**config.mk**
```make
export PLATFORM = sky130hd
export DESIGN_NAME = amstrad_ram_sequencer
export DESIGN_NICKNAME = d
export VERILOG_FILES = /design/src/rtl/amstrad_ram_sequencer.sv
export SDC_FILE = /design/constraint.sdc
export NUM_CORES = 1
export LEC_CHECK = 0
export BUFFER_PORTS_ARGS = -buffer_cell sky130_fd_sc_hd__buf_2
export CORE_UTILIZATION = 58
export CTS_CLUSTER_DIAMETER = 80
export CTS_CLUSTER_SIZE = 24
export DETAILED_ROUTE_END_ITERATION = 10
export PLACE_DENSITY = 0.85
export SETUP_SLACK_MARGIN = 0.2
export SYNTH_ARGS = -nofsm -noshare
export SYNTH_HDL_FRONTEND = slang
export SYNTH_SLANG_ARGS = --single-unit
export TNS_END_PERCENT = 10
```
**constraint.sdc**
```tcl
create_clock -name clk -period 5.4 [get_ports clk]
set_input_delay 0.54 -clock clk [delete_from_list [all_inputs] [get_ports clk]]
set_output_delay 0.54 -clock clk [all_outputs]
set_load 0.1 [all_outputs]
```
**src/rtl/amstrad_ram_sequencer.sv**
```systemverilog
// ============================================================================
// Module      : amstrad_ram_sequencer
// Description : 16-phase time-division RAM sequencer sharing one byte-wide RAM
//               between CRTC video fetch (ph 0/4) and the CPU slot (ph 8).
// Revision    : 1.0 - initial release
// ============================================================================
`default_nettype none

module amstrad_ram_sequencer #(
  parameter int ADDR_W  = 23,
  parameter int RAM_LAT = 2
) (
  input  logic              clk,
  input  logic              reset_n,
  input  logic              ce_16,
  input  logic              no_wait,
  input  logic              cpu_req,
  input  logic              cpu_io,
  input  logic              cpu_we,
  input  logic [ADDR_W-1:0] cpu_addr,
  input  logic [7:0]        cpu_dout,
  output logic [7:0]        cpu_din,
  output logic              cpu_ack,
  output logic              wait_n,
  input  logic [14:0]       vid_addr,
  output logic [15:0]       vid_data,
  output logic              vid_valid,
  output logic [ADDR_W-1:0] ram_addr,
  output logic [7:0]        ram_dout,
  input  logic [7:0]        ram_din,
  output logic              ram_oe,
  output logic              ram_we,
  output logic              cyc1mhz
);

  localparam logic [3:0] c_PH_VID_LO = 4'd0;
  localparam logic [3:0] c_PH_VID_HI = 4'd4;
  localparam logic [3:0] c_PH_CPU    = 4'd8;
  localparam logic [3:0] c_LAT_VLO   = 4'(RAM_LAT);
  localparam logic [3:0] c_LAT_VHI   = 4'(4 + RAM_LAT);
  localparam logic [3:0] c_LAT_CPU   = 4'(8 + RAM_LAT);

  typedef enum logic [1:0] {
    S_IDLE = 2'd0,
    S_PEND = 2'd1,
    S_ACC  = 2'd2,
    S_DONE = 2'd3
  } state_t;

  state_t              r_state;
  state_t              w_next_state;
  logic [3:0]          r_ph;
  logic                r_armed;
  logic [ADDR_W-1:0]   r_cpu_addr;
  logic                r_cpu_we;
  logic                r_cpu_io;
  logic [7:0]          r_cpu_dout;
  logic [7:0]          r_cpu_din;
  logic [14:0]         r_vid_addr;
  logic [7:0]          r_vid_lo;
  logic [15:0]         r_vid_data;
  logic                r_vid_valid;
  logic [ADDR_W-1:0]   r_ram_addr;
  logic [7:0]          r_ram_dout;
  logic                r_ram_oe;
  logic                r_ram_we;
  logic                w_start;
  logic                w_cpu_slot;
  logic                w_cpu_done;
  logic                w_busy;
  logic                w_ack;

  assign w_start    = (r_state == S_IDLE) && cpu_req && r_armed;
  assign w_cpu_slot = ce_16 && (r_ph == c_PH_CPU);
  assign w_cpu_done = ce_16 && (r_ph == c_LAT_CPU);

  always_ff @(posedge clk or negedge reset_n) begin
    if (!reset_n) r_state <= S_IDLE;
    else          r_state <= w_next_state;
  end

  always_comb begin
    w_next_state = r_state;
    w_busy       = 1'b0;
    w_ack        = 1'b0;
    case (r_state)
      S_IDLE: if (cpu_req && r_armed) w_next_state = S_PEND;
      S_PEND: begin
        w_busy = 1'b1;
        if (w_cpu_slot) w_next_state = S_ACC;
      end
      S_ACC: begin
        w_busy = 1'b1;
        if (w_cpu_done) w_next_state = S_DONE;
      end
      S_DONE: begin
        w_ack        = 1'b1;
        w_next_state = S_IDLE;
      end
      default: w_next_state = S_IDLE;
    endcase
  end

  always_ff @(posedge clk or negedge reset_n) begin
    if (!reset_n) begin
      r_ph        <= 4'd0;
      r_armed     <= 1'b1;
      r_cpu_addr  <= '0;
      r_cpu_we    <= 1'b0;
      r_cpu_io    <= 1'b0;
      r_cpu_dout  <= 8'h00;
      r_cpu_din   <= 8'h00;
      r_vid_addr  <= 15'h0000;
      r_vid_lo    <= 8'h00;
      r_vid_data  <= 16'h0000;
      r_vid_valid <= 1'b0;
      r_ram_addr  <= '0;
      r_ram_dout  <= 8'h00;
      r_ram_oe    <= 1'b0;
      r_ram_we    <= 1'b0;
    end else begin
      r_vid_valid <= 1'b0;
      // Re-arm only once the CPU drops its level request, so a held request runs once.
      if (!cpu_req)     r_armed <= 1'b1;
      else if (w_start) r_armed <= 1'b0;
      if (w_start) begin
        r_cpu_addr <= cpu_addr;
        r_cpu_we   <= cpu_we;
        r_cpu_io   <= cpu_io;
        r_cpu_dout <= cpu_dout;
      end
      if (ce_16) begin
        r_ph     <= r_ph + 4'd1;
        r_ram_oe <= 1'b0;
        r_ram_we <= 1'b0;
        if (r_ph == c_PH_VID_LO) begin
          r_vid_addr <= vid_addr;
          r_ram_addr <= {{(ADDR_W-16){1'b0}}, vid_addr, 1'b0};
          r_ram_oe   <= 1'b1;
        end else if (r_ph == c_PH_VID_HI) begin
          r_ram_addr <= {{(ADDR_W-16){1'b0}}, r_vid_addr, 1'b1};
          r_ram_oe   <= 1'b1;
        end else if (r_ph == c_PH_CPU && r_state == S_PEND && !r_cpu_io) begin
          r_ram_addr <= r_cpu_addr;
          r_ram_dout <= r_cpu_dout;
          r_ram_oe   <= ~r_cpu_we;
          r_ram_we   <= r_cpu_we;
        end
        if (r_ph == c_LAT_VLO) r_vid_lo <= ram_din;
        if (r_ph == c_LAT_VHI) begin
          r_vid_data  <= {ram_din, r_vid_lo};
          r_vid_valid <= 1'b1;
        end
        if (r_ph == c_LAT_CPU && r_state == S_ACC && !r_cpu_io && !r_cpu_we)
          r_cpu_din <= ram_din;
      end
    end
  end

  assign cpu_din   = r_cpu_din;
  assign cpu_ack   = w_ack;
  assign wait_n    = ~w_busy | no_wait;
  assign vid_data  = r_vid_data;
  assign vid_valid = r_vid_valid;
  assign ram_addr  = r_ram_addr;
  assign ram_dout  = r_ram_dout;
  assign ram_oe    = r_ram_oe;
  assign ram_we    = r_ram_we;
  assign cyc1mhz   = ce_16 && (r_ph == 4'hF);

endmodule

`default_nettype wire

```
---- Word level (Yosys, flattened, before mapping) ----
Index checks and enable logic that the tools add are counted.
storage, ports and cells
  register bits ........................... 121
  input port bits ......................... 61
  word-level logic and storage cells ...... 78
cells by class
  add/subtract/negate cells ............... 1
  equality and inequality tests ........... 13
  mux-type cells .......................... 19
  bitwise operators ....................... 5
  reductions and logical operators ........ 24
operators with widths
  operator                                               count
  2-to-1 mux 23 bit                                      3
  equality test 4 bit, second input constant             3
  2-to-1 mux 1 bit                                       12
  logical AND 1 bit                                      11
  AND reduction 2 bit                                    5
  equality test 4 x 3 -> 1 bit, second input constant    2
  case mux 2 bit (4 select lines)                        1
  2-to-1 mux 2 bit                                       3
  adder 4 x 1 -> 4 bit, second input constant            1
  equality test 2 bit, second input constant             2
  equality test 4 x 2 -> 1 bit, second input constant    1
  zero test 4 bit                                        1
  inequality test 2 x 1 -> 1 bit, second input constant  2
  inequality test 2 bit, second input constant           2
  NOT 1 bit                                              4
  AND reduction 4 bit                                    1
  AND reduction 3 bit                                    1
  nonzero test 3 bit                                     1
  equality test 2 x 1 -> 1 bit, second input constant    1
  zero test 1 bit                                        2
  zero test 2 bit                                        1
  OR reduction 2 bit                                     1
  bitwise OR 1 bit                                       1

---- Longest topological paths before layout ----
  depth in word-level cells ............... 6
  mapped depth ............................ 7

---- Worst setup path before layout ----
Ideal clock, no wire load.
  path type ............................... input to output
  start ................................... input port ce_16
  end ..................................... output port cyc1mhz
  arrival ................................. 2.031 ns
  data required time ...................... 4.860 ns
  setup slack ............................. 2.829 ns
  cell stages on the path ................. 3
  path buffers ............................ 1
  cell sequence ........................... buf_4 > nand2_1 > nor2_1
on the way
  cells in the longest elaborated chain, start to end .. 1
ends and longest elaborated chain
  what               line  RTL
  from (decl)        15    input logic ce_16,
  logical AND 1 bit  169   assign cyc1mhz = ce_16 && (r_ph == 4'hF);
  to (decl)          33    output logic cyc1mhz
Every way passes these cells.

---- Final worst setup path ----
  start ................................... register r_ph[0]
  end ..................................... register r_vid_addr[7]
on the way
  cells in the longest elaborated chain, start to end .. 2
ends and longest elaborated chain
  what                           line  RTL
  from (decl)                    52    logic [3:0] r_ph;
  from (signal assigned)         133   r_ph <= r_ph + 4'd1;
  zero test 4 bit                136   if (r_ph == c_PH_VID_LO) begin
  AND reduction 2 bit (no line)  --
  to (signal assigned)           137   r_vid_addr <= vid_addr;
  to (decl)                      59    logic [14:0] r_vid_addr;
Every way passes these cells.
A chain may end at the register's enable or synchronous reset.

==> flow_summary.yaml <==
status:
  status: "complete, no violations"
timing:
  finalSetupViolCount: 0
  fmax_ghz: 0.3447
  relSlewSlack_pct: 29.27
  clock-skew-final_ns: 0.008858
  maxSlewViolCount: 0
  worst-slew-pin-transition_ns: 1.061
  tns_ns: 0
  hold_viol_final: 0
  rsz0062_at_grt: "false"
  finalCritPeriodShare_pct: 53.73
  fin_crit_ns: 2.901
worst_hold_path:
  hold_path_class: "in2async"
clock_network:
  cts_htree_levels: 4
  cts_hold_buf: 0
  cts_sinks: 121
  cts_resized: 0
  insertion_delay_ns: 0.50
  cts_tree: "yes"
  cts_setup_buffers: 0
  path_clk_slew_ns: 0.05
  cts_max_path_buffers: 2
  cts_made_buffers: 17
  root_buffer: "clkbuf_8"
floorplanning:
  io_pins: 122
  core_sq_um: 8678
  fp.dieW_um: 96.37
  start_util_pct: 59.52
  die_y_um: 96.37
  fp-row-count: 34
  die-area_sq_um: 9286
placement:
  portBuffers: 121
  routabilityCongestion: 0.7305
  dp_hpwl_um: 6412
synthesis:
  synth_xor_area_share_pct: 0.5087
  syn_inst: 329
  yosysUniqueCellTypes: 34
  yosys.area_share.adder_pct: 1.938
  syn_area_per_cell_sq_um: 15.70
  synth-simple-area-share_pct: 3.270
  synthesis.area_sq_um: 5165
  synth-compound-area-share_pct: 2.665
  ys_warn_count: 0
  ys_seq_area_share_pct: 58.65
  synth_top_family_by_area: "multiplexers"
  muxShareOfSynthArea_pct: 30.23
  ys_ff_latch: 121
  synth_nets: 398
layout:
  fill_cells: 601
  drive_gt1_share_pct: 63.03
  final_nets: 524
  n_antenna_cell: 0
  utilization_pct: 73.66
  final_cell_mix: "mux2_2, dfrtp_1, buf_2"
  regArea_sq_um: 3029
  area_growth_pct: 23.76
  multi_input_area_sq_um: 2002
  layout_commonest_cell: "mux2_2"
route:
  vias: 3113
  first_iter_violations: 120
  wl_per_cell_um: 16.88
  drc_errors: 0
  first_pass_iters: 5
  drt.antenna.violating_nets: 0
  viasPerCell: 5.405
  wirelength_um: 9723
global_routing:
  grt.total_usage_pct: 22.62
  grt-ovfl-total: 0
  antenna_found_initial: 0
  grt_start_max_net_pins: 82
  grt_pass1_vias: 3143
  grt_first_pass_wirelength_um: 15240
worst_setup_path:
  cp.required_ns: 5.78
  crit_path_max_fanout: 18
  crit_type: "reg2reg"
  end_kind: "flop"
  critPathLaunchType: "flop"
  arrival_ns: 3.28
run:
  cap_violations: 0
-- Yosys cell counts (all sizes together) --
cell     instances  area share [%]
xor2             1            0.17
o211a            1            0.19
ha               8             1.9
o211ai           1            0.15
a22o             8             1.4
xnor2            2            0.34
nor2b            1            0.12
o21ai            2            0.19
nor3b            3            0.75
nand4            2            0.36
nor3             1            0.19
a2111oi          1            0.17
nor2             3            0.22
a21boi           1            0.15
or4b             1            0.19
clkbuf           3            0.22
nand2b           1            0.12
dfrtp          120              58
mux2           136              30
inv              9            0.65
a221o            1            0.19
dfstp            1            0.51
nand2            4            0.29
a21oi            1           0.097
nand4b           2            0.92
buf             13             1.9
o2bb2ai          1            0.17
nand3            1           0.097
-- layout make-up --
| cell class | instances | area share, % |
|---|---|---|
| Sequential cell | 121 | 47.39 |
| Timing Repair Buffer | 123 | 9.748 |
| Inverter | 9 | 0.5285 |
| Clock buffer | 23 | 6.988 |
| Tap cell | 108 | 2.114 |
| Multi-Input combinational cell | 183 | 31.32 |
| Clock inverter | 9 | 1.918 |
-- sequential cells by signal, indices dropped and copies added (netlist names), 2 cells and up --
register,flops
r_cpu_addr,23
r_vid_addr,15
ram_dout,8
r_ph,4
cpu_din,8
r_cpu_dout,8
ram_addr,23
vid_data,16
r_vid_lo,8
r_state,2
-- per-layer routing --
layer / GRT usage [%] / routed length, um / vias up
met1: 27.86 / 4167 / 1563
met2: 36.17 / 4791 / 99
met5: 0 / 0 / -
met4: 9.926 / 159 / 0
met3: 7.820 / 605 / 13
li1: - / - / 1438
-- kinds of logic after synthesis --
family          after synthesis
compound gates               17
xor+xnor                      3
fa+ha+maj                     8
buf+inv                      25
flops                       121
mux                         136
simple gates                 19
-- final timing paths --
check / depth (start not counted) / to / slack [ns] / from
min: 1 / cpu_din[1]$_DFFE_PN0P_ / 0.20 / reset_n
max reg2reg: 5 / r_vid_addr[7]$_DFFE_PN0P_ / 2.50 / r_ph[0]$_DFFE_PN0P_
min in group clk: 2 / r_armed$_DFFE_PN1P_ / 0.22 / cpu_req
min reg2reg: 2 / r_armed$_DFFE_PN1P_ / 0.49 / r_armed$_DFFE_PN1P_
max in group asynchronous: 2 / r_armed$_DFFE_PN1P_ / 4.08 / reset_n
max: 5 / r_vid_addr[7]$_DFFE_PN0P_ / 2.50 / r_ph[0]$_DFFE_PN0P_
-- worst max-delay path: stages, from the launching register on --
cell	delay (ns)
dfrtp_1	0.41
inv_1	0.10
ha_1	0.26
nor2b_2	0.81
nor3b_4	0.78
mux2_2	0.41
-- stage by stage --
stage / cell area, sq um / setup WS (ns) / instances / hold WS, ns
after global placement: 5823 / 2.611 / 544 / 0.4700
after floorplan: 5165 / 2.829 / 329 / 0.2444
after detailed placement: 5823 / 2.480 / 544 / 0.4785
final: 6392 / 2.499 / 576 / 0.2014
after CTS: 6392 / 2.457 / 576 / 0.2032
after global routing: 6392 / 2.272 / 576 / 0.2209
Power is not shown: default switching activity piles up to over one toggle a cycle in this logic, so the estimate is an artifact.
